===== src/rtl/scope_capture_ctrl.sv =====
// scope_capture_ctrl: capture sequencer for the oscilloscope display path.
// Watches the ADC stream for a level-crossing trigger, writes a decimated record
// of SAMPLES samples into the display sample RAM, holds it until the VGA frame
// ends (or a rearm in single-shot mode), then re-arms. Also owns the vertical
// scale select, which changes only at frame boundaries.
//
// Ports:
//   clk, rst             clock, synchronous active-high reset
//   adc_data, adc_valid  14-bit unsigned ADC sample stream (mid-scale 8191)
//   trig_level           trigger threshold
//   trig_rising          1 = rising-edge trigger, 0 = falling-edge trigger
//   decim                store every (decim+1)-th valid sample
//   single               1 = single-shot, 0 = continuous
//   rearm                pulse; releases HOLD in single-shot mode after frame_done
//   frame_done           pulse at VGA end of frame
//   scale_up/scale_down  pulses adjusting the pending scale
//   shift                vertical scale to the ADC-to-VGA scaler
//   wr_en/wr_addr/wr_data  sample RAM write port (registered)
//   busy                 high in WAIT_TRIG and CAPTURE
//   triggered            one-cycle pulse when a trigger is accepted
//
// Build option: define AUTO_TRIG_EN to force a trigger after TIMEOUT valid
// samples in WAIT_TRIG without a level crossing.
module scope_capture_ctrl #(
  parameter int unsigned SAMPLES = 640,
  parameter int unsigned ADDR_W  = 10,
  parameter int unsigned TIMEOUT = 65535
) (
  input  logic              clk,
  input  logic              rst,
  input  logic [13:0]       adc_data,
  input  logic              adc_valid,
  input  logic [13:0]       trig_level,
  input  logic              trig_rising,
  input  logic [7:0]        decim,
  input  logic              single,
  input  logic              rearm,
  input  logic              frame_done,
  input  logic              scale_up,
  input  logic              scale_down,
  output logic [1:0]        shift,
  output logic              wr_en,
  output logic [ADDR_W-1:0] wr_addr,
  output logic [13:0]       wr_data,
  output logic              busy,
  output logic              triggered
);

  if ((64'd1 << ADDR_W) < 64'(SAMPLES) || TIMEOUT == 0) begin : gen_param_err
    $error("scope_capture_ctrl: need 2^ADDR_W >= SAMPLES and TIMEOUT > 0");
  end

  typedef enum logic [1:0] {StIdle, StWaitTrig, StCapture, StHold} state_e;

  state_e            state_q;
  logic [13:0]       prev_q;
  logic              prev_valid_q;
  logic [7:0]        decim_q;
  logic [7:0]        dcnt_q;
  logic [ADDR_W-1:0] addr_q;
  logic              frame_seen_q;  // single-shot: frame_done seen while holding
  logic [1:0]        pend_q;

  logic level_hit;
  logic timeout_hit;
  logic trig_fire;

  always_comb begin
    level_hit = 1'b0;
    if (prev_valid_q) begin
      if (trig_rising) level_hit = (prev_q < trig_level) && (adc_data >= trig_level);
      else             level_hit = (prev_q > trig_level) && (adc_data <= trig_level);
    end
  end

`ifdef AUTO_TRIG_EN
  localparam int unsigned TcntW = $clog2(TIMEOUT + 1);
  logic [TcntW-1:0] tcnt_q;
  assign timeout_hit = (tcnt_q == TcntW'(TIMEOUT));
`else
  assign timeout_hit = 1'b0;
`endif

  assign trig_fire = adc_valid && (level_hit || timeout_hit);

  // Pending scale moves freely; shift samples it only at frame boundaries, so a
  // pulse coincident with frame_done lands on the following frame.
  always_ff @(posedge clk) begin
    if (rst) begin
      pend_q <= 2'd0;
      shift  <= 2'd0;
    end else begin
      if (scale_up && !scale_down && pend_q != 2'd3)      pend_q <= pend_q + 2'd1;
      else if (scale_down && !scale_up && pend_q != 2'd0) pend_q <= pend_q - 2'd1;
      if (frame_done) shift <= pend_q;
    end
  end

  always_ff @(posedge clk) begin
    if (rst) begin
      state_q      <= StIdle;
      prev_q       <= '0;
      prev_valid_q <= 1'b0;
      decim_q      <= '0;
      dcnt_q       <= '0;
      addr_q       <= '0;
      frame_seen_q <= 1'b0;
      wr_en        <= 1'b0;
      wr_addr      <= '0;
      wr_data      <= '0;
      busy         <= 1'b0;
      triggered    <= 1'b0;
`ifdef AUTO_TRIG_EN
      tcnt_q       <= '0;
`endif
    end else begin
      wr_en     <= 1'b0;
      triggered <= 1'b0;
      unique case (state_q)
        StIdle: begin
          state_q      <= StWaitTrig;
          busy         <= 1'b1;
          prev_valid_q <= 1'b0;
`ifdef AUTO_TRIG_EN
          tcnt_q       <= '0;
`endif
        end
        StWaitTrig: begin
          if (adc_valid) begin
            prev_q       <= adc_data;
            prev_valid_q <= 1'b1;
            if (trig_fire) begin
              triggered <= 1'b1;
              decim_q   <= decim;
              dcnt_q    <= '0;
              wr_en     <= 1'b1;
              wr_addr   <= '0;
              wr_data   <= adc_data;
              addr_q    <= ADDR_W'(1);
              state_q   <= StCapture;
            end
`ifdef AUTO_TRIG_EN
            else begin
              tcnt_q <= tcnt_q + 1'b1;
            end
`endif
          end
        end
        StCapture: begin
          if (adc_valid) begin
            if (dcnt_q == decim_q) begin
              dcnt_q  <= '0;
              wr_en   <= 1'b1;
              wr_addr <= addr_q;
              wr_data <= adc_data;
              addr_q  <= addr_q + 1'b1;
              if (addr_q == ADDR_W'(SAMPLES - 1)) begin
                state_q      <= StHold;
                busy         <= 1'b0;
                frame_seen_q <= 1'b0;
              end
            end else begin
              dcnt_q <= dcnt_q + 8'd1;
            end
          end
        end
        StHold: begin
          if (frame_done) frame_seen_q <= 1'b1;
          if ((!single && frame_done) || (single && rearm && frame_seen_q)) begin
            state_q      <= StWaitTrig;
            busy         <= 1'b1;
            prev_valid_q <= 1'b0;
`ifdef AUTO_TRIG_EN
            tcnt_q       <= '0;
`endif
          end
        end
        default: state_q <= StIdle;
      endcase
    end
  end

endmodule


===== config.mk =====
export PLATFORM = sky130hd
export DESIGN_NAME = scope_capture_ctrl
export DESIGN_NICKNAME = d
export VERILOG_FILES = /design/src/rtl/scope_capture_ctrl.sv
export SDC_FILE = /design/constraint.sdc
export NUM_CORES = 1
export LEC_CHECK = 0
export BUFFER_PORTS_ARGS = -buffer_cell sky130_fd_sc_hd__buf_2
export CORE_ASPECT_RATIO = 1.25
export CORE_MARGIN = 4
export CORE_UTILIZATION = 58
export CTS_BUF_LIST = sky130_fd_sc_hd__clkbuf_2
export DETAILED_ROUTE_END_ITERATION = 10
export GPL_ROUTABILITY_DRIVEN = 1
export PLACE_DENSITY = 0.82
export REMOVE_ABC_BUFFERS = 1
export SYNTH_ARGS = -nofsm -noshare
export SYNTH_HDL_FRONTEND = slang
export SYNTH_SLANG_ARGS = --single-unit

===== constraint.sdc =====
create_clock -name clk -period 2.7 [get_ports clk]
set_input_delay 0 -clock clk [delete_from_list [all_inputs] [get_ports clk]]
set_output_delay 0 -clock clk [all_outputs]
set_load 0.1 [all_outputs]

Word level (Yosys, flattened, before mapping)
Cells that the tools add are included.

word-level totals
  register bits after elaboration = 75
  bits of input ports = 45
  output and inout bits = 29
  word-level logic and storage cells = 112

cells by class
  add/subtract/negate cells = 4
  magnitude comparators = 4
  equality and inequality tests = 13
  mux-type cells = 46
  bitwise gates (word level) = 1
  reductions and logical operators = 30

operator list
  kind                   count
  $mux 10                8
  $mux 14                4
  $pmux 10 s2            2
  $mux 8                 4
  $pmux 14 s2            1
  $mux 2                 8
  $ne 2x2->1 const B     8
  $pmux 8 s2             1
  $reduce_and 5->1       3
  $ge 14x14->1           1
  $gt 14x14->1           1
  $le 14x14->1           1
  $lt 14x14->1           1
  $mux 1                 13
  $add 10x1->10 const B  1
  $eq 10x10->1 const B   1
  $logic_and 1x1->1      10
  $add 8x1->8 const B    1
  $eq 8x8->1             1
  $pmux 2 s4             1
  $reduce_bool 2->1      4
  $pmux 1 s3             2
  $reduce_and 3->1       2
  $reduce_and 6->1       1
  13 further kinds       18

Depth between registers and ports, before layout
  depth in word-level cells = 8
  gate-level depth with buffers = 11
  depth with buffers taken out = 9

Least setup slack after synthesis
No wires, ideal clock.

  path type = reg-to-reg
  start = register prev_q[4]
  end = register dcnt_q[7]
  setup time = 0.117 ns
  data arrival time = 2.251 ns
  data required time = 2.583 ns
  setup slack = 0.331 ns
  stages on the path, launching flop included = 11
  buffers on the path = 2
  period minus slack after synthesis = 2.369 ns
  cells stage by stage = dfxtp_1 ha_1 a21oi_1 a21boi_0 o31a_1 nor3b_2 a32o_1 buf_2 buf_6 o221ai_1 a32o_1

between the ends
  longest elaborated chain between the ends = 7
  elaborated cells on any way between the ends = 9
  those cells by class = order compare: 2; eq/ne: 1; mux: 2; reduce/logical: 4

ends and longest elaborated chain
  what                                                 line    source
  start: declaration                                   56      logic [13:0] prev_q;
  start signal: assignment                             130     prev_q <= adc_data;
  $gt 14x14->1 / $lt 14x14->1 (equally long branches)  72, 71
  $logic_and 1x1->1, on equally long branches          72, 71
  $mux 1 *                                             71      if (trig_rising) level_hit = (prev_q < trig_level) && (adc_data >= trig_level);
  $mux 1 *                                             70      if (prev_valid_q) begin
  $logic_and 1x1->1 *                                  84      assign trig_fire = adc_valid && (level_hit || timeout_hit);
  $ne 2x2->1 (no source line) *                        -
  $reduce_and 4->1 (no source line) *                  -
  end signal: assignment                               163     dcnt_q <= dcnt_q + 8'd1;
  end: declaration                                     59      logic [7:0] dcnt_q;

Every way passes the cells marked *; elsewhere a longest branch is shown, timed or not.
A chain may end at the register's enable or synchronous reset.

Worst setup path in the final report
  start = register prev_q[4]
  end = register addr_q[3]

between the ends
  longest elaborated chain between the ends = 7
  elaborated cells on any way between the ends = 9
  those cells by class = order compare: 2; eq/ne: 1; mux: 2; reduce/logical: 4

ends and longest elaborated chain
  what                                                 line    source
  $gt 14x14->1 / $lt 14x14->1 (equally long branches)  72, 71
  $logic_and 1x1->1, on equally long branches          72, 71
  $mux 1 *                                             71
  $mux 1 *                                             70
  $logic_and 1x1->1 *                                  84
  $ne 2x2->1 (no source line) *                        -
  $reduce_and 5->1 (no source line) *                  -
  end signal: assignment                               156     addr_q <= addr_q + 1'b1;
  end: declaration                                     60      logic [ADDR_W-1:0] addr_q;

Marked as above.

==> results.txt <==
Max-slew headroom - 63.4%
fin cells - 725
starting density of the core - 60.6%
leading area contributor after synthesis - dfxtp_1
first-pass GRT wire length - 20600 µm
placed cells - 668
grt ovf - 0
Synth area leaders - dfxtp_1 35%, ha_1 9.9%, a21oi_1 8.4%
Distinct cells, synth - 53
clock sink count - 75
I/O Buffers - 73
IO Count - 74
Seq/Total Area, Yosys - 35.1%
Antenna Nets Post-Route - 0
Logic pwr share - 43.8%
core area - 7060 µm²
switching share of power - 43.7%
WL/cell - 16.8 µm
Clk pwr share - 19.9%
Hold Fails Final Rpt - 0
CTS tree - done
clk_lat worst skew - 0.52 ns
initial antenna violation count - 0
ys flop type - dfxtp_1
Peak Freq - 388 MHz
CP Launch Type - register
VDD IR max - 0.422 mV
Synth top cells by count - 75 x dfxtp_1, 72 x a21oi_1, 56 x nand2_1, 43 x nand3_1, 34 x ha_1
final setup violating endpoints - 0
drc violations - 0
Die Width - 84.9 µm
H-tree Lvls - 3
MaxCap Viol Count - 0
number of flops mapped to enable cells by yosys - 0
Mapped Cells - 521
Worst Clk Skew - 0.0129 ns
Routed WL - 12200 µm
min cycle time layout - 2.57 ns
Die Area - 8830 µm²
average size of a mapped cell - 8.22 µm²
Critical path origin - prev_q[4]
Synthesis Warnings - 0
row cnt - 34
Final Cycle Share - 95.3%
P_leak - 0.00220 µW
FILL cells - 546
Bufs on Longest Clock Path - 2
# nets final - 710
share of layout cells above drive strength 1 - 19.2%
Int Power - 1970 µW
vias - 4530
worst reg2reg path depth - 10
Sw Pwr - 1530 µW
r2r startpoint - prev_q[4]
Worst setup EP type - register
Worst Max-Slew Pin Slew - 0.547 ns
gpl congestion - 0.936
Worst-path clk slew - 0.20 ns
Synth Cell Area - 4280 µm²
Worst Setup Path Type - reg -> reg
Worst EP arrival - 3.00 ns
Clock Tree Root - clkbuf_2
gr usage total - 27.9%
vias in the first global route - 4596
Synth Register Bits - 75
post-synth top area share - 35.1%
Die Y - 104 µm
Iter 0 DRT Violations - 362
PD cells - 659 nW/µm²
CTS Buf Count - 9
most frequent cell after synthesis - dfxtp_1
DRT Pass-1 Iters - 5
hpwl dp - 8080 µm
power share of the sequential group - 36.4%
antenna cells - 0
P&R area growth vs syn - 24.3%
vias per std cell - 6.25
crit path to - addr_q[3]
Worst Path Required - 3.13 ns
Slew Viols, Final - 0
status - completed
worst min path class - in -> reg
final cell utilization of the core - 75.3%
r2r endpoint - addr_q[3]
share of synthesized registers carrying an async set or reset - 0%
Setup TNS Final - 0 ns
slack of the worst reg-to-reg path - 0.13 ns
largest net degree at the start of global routing - 33
CP Max Fanout - 32
==> metrics by stage <==
stage / hold WS, ns / cell area [µm²] / total power [µW] / setup slack (ns)
CTS: 0.0137 / 5290 / 3470 / 0.0258
floorplan: 0.0662 / 4120 / 2270 / -0.375
global route: 0.0328 / 5320 / 3690 / -0.00598
global placement: 0.255 / 4760 / 2670 / 0.270
detailed placement: 0.267 / 4760 / 2720 / 0.124
finish: 0.0502 / 5320 / 3500 / 0.126
==> worst min-delay path by stage <==
| stage | startpoint | slack [ns] | to | cells after the start |
|---|---|---|---|---|
| finish | rearm | 0.05 | busy | 6 |
| global route | rearm | 0.03 | busy | 6 |
| CTS | rearm | 0.01 | busy | 6 |
| detailed placement | decim[4] | 0.27 | decim_q[4] | 3 |
| global placement | decim[0] | 0.26 | decim_q[0] | 3 |
| floorplan | rst | 0.07 | addr_q[7] | 1 |
==> cell type report <==
class	count	area (µm²)	share of cell area (%)
clock buffers	9	45.0	0.847
clock inverters	6	81.3	1.53
inverters	33	124	2.33
multi-input cells	377	2510	47.2
flip-flops and latches	75	1500	28.2
well taps	90	113	2.12
repair buffers	135	943	17.7
==> placed cells by master, fill, tap and decap left out, types with 2 or more instances in the layout <==
master	count
clkinv_2	2
and3_1	9
nand3_1	43
a21oi_1	72
or4_1	3
clkbuf_2	9
and2_1	2
nand4_1	9
nor2_1	15
dfxtp_1	75
o221ai_1	7
o32ai_1	7
dlygate4sd3_1	40
o21a_1	3
nand2b_1	6
mux2i_1	4
o31ai_1	2
a21boi_0	2
o2111ai_1	12
o21ai_0	19
nand2_1	56
ha_1	33
o211a_1	2
inv_1	31
a21o_1	3
buf_2	73
nor3_1	3
xnor2_1	8
o211ai_1	14
a32o_1	7
bufinv_16	2
nor4b_1	6
o41ai_1	2
clkinv_1	3
a211oi_1	5
buf_4	21
==> sequential cells by signal, summed over array words and instances, names as in the netlist, 8 cells and up <==
signal	flops
wr_data	14
wr_addr	10
decim_q	8
prev_q	14
dcnt_q	8
addr_q	10
==> kinds of logic (layout without fill, tap and decap cells) <==
kind of cell | Yosys count | in the layout | synth area share (%)
adder cells (fa/ha/maj) | 34 | 34 | 9.94
AND/OR/NAND/NOR | 158 | 158 | 18.6
multiplexers | 4 | 4 | 0.935
flip-flops | 75 | 75 | 35.1
AO/OA/AOI/OAI | 173 | 173 | 27.3
XOR/XNOR | 8 | 8 | 1.64
buffers and inverters | 69 | 183 | 6.60
==> power by group through the flow <==
stage / registers [µW] / logic [µW] / clock network [µW]
6_report: 1280 / 1530 / 696
5_1_grt: 1290 / 1650 / 756
4_1_cts: 1270 / 1490 / 707
3_5_place_dp: 1290 / 1420 / 0
3_3_place_gp: 1290 / 1380 / 0
2_1_floorplan: 1630 / 648 / 0
==> timing repair <==
action / in CTS / in global routing
resized for setup: 0 / 4
endpoints found under the setup margin: 0 / 13
buffers inserted: 0 / 2
hold endpoints to repair: 45 / 0
hold buffers: 40 / 0
==> per-layer routing <==
layer	part of all wire, %	track usage (%)
met1	39	31.5
met2	51	50.4
met3	6.2	3.80
met4	3.4	13.5
met5	0	0
==> critical path, stage by stage, from the launching register on <==
cell and delay (ns):
dfxtp_1 0.36, ha_1 0.31, a21oi_1 0.15, a21boi_0 0.11
o31a_1 0.36, o211a_1 0.28, a32o_1 0.27, buf_12 0.18
o21ai_1 0.16, buf_4 0.18, o32ai_1 0.08
(Power assumes the default switching activity.)
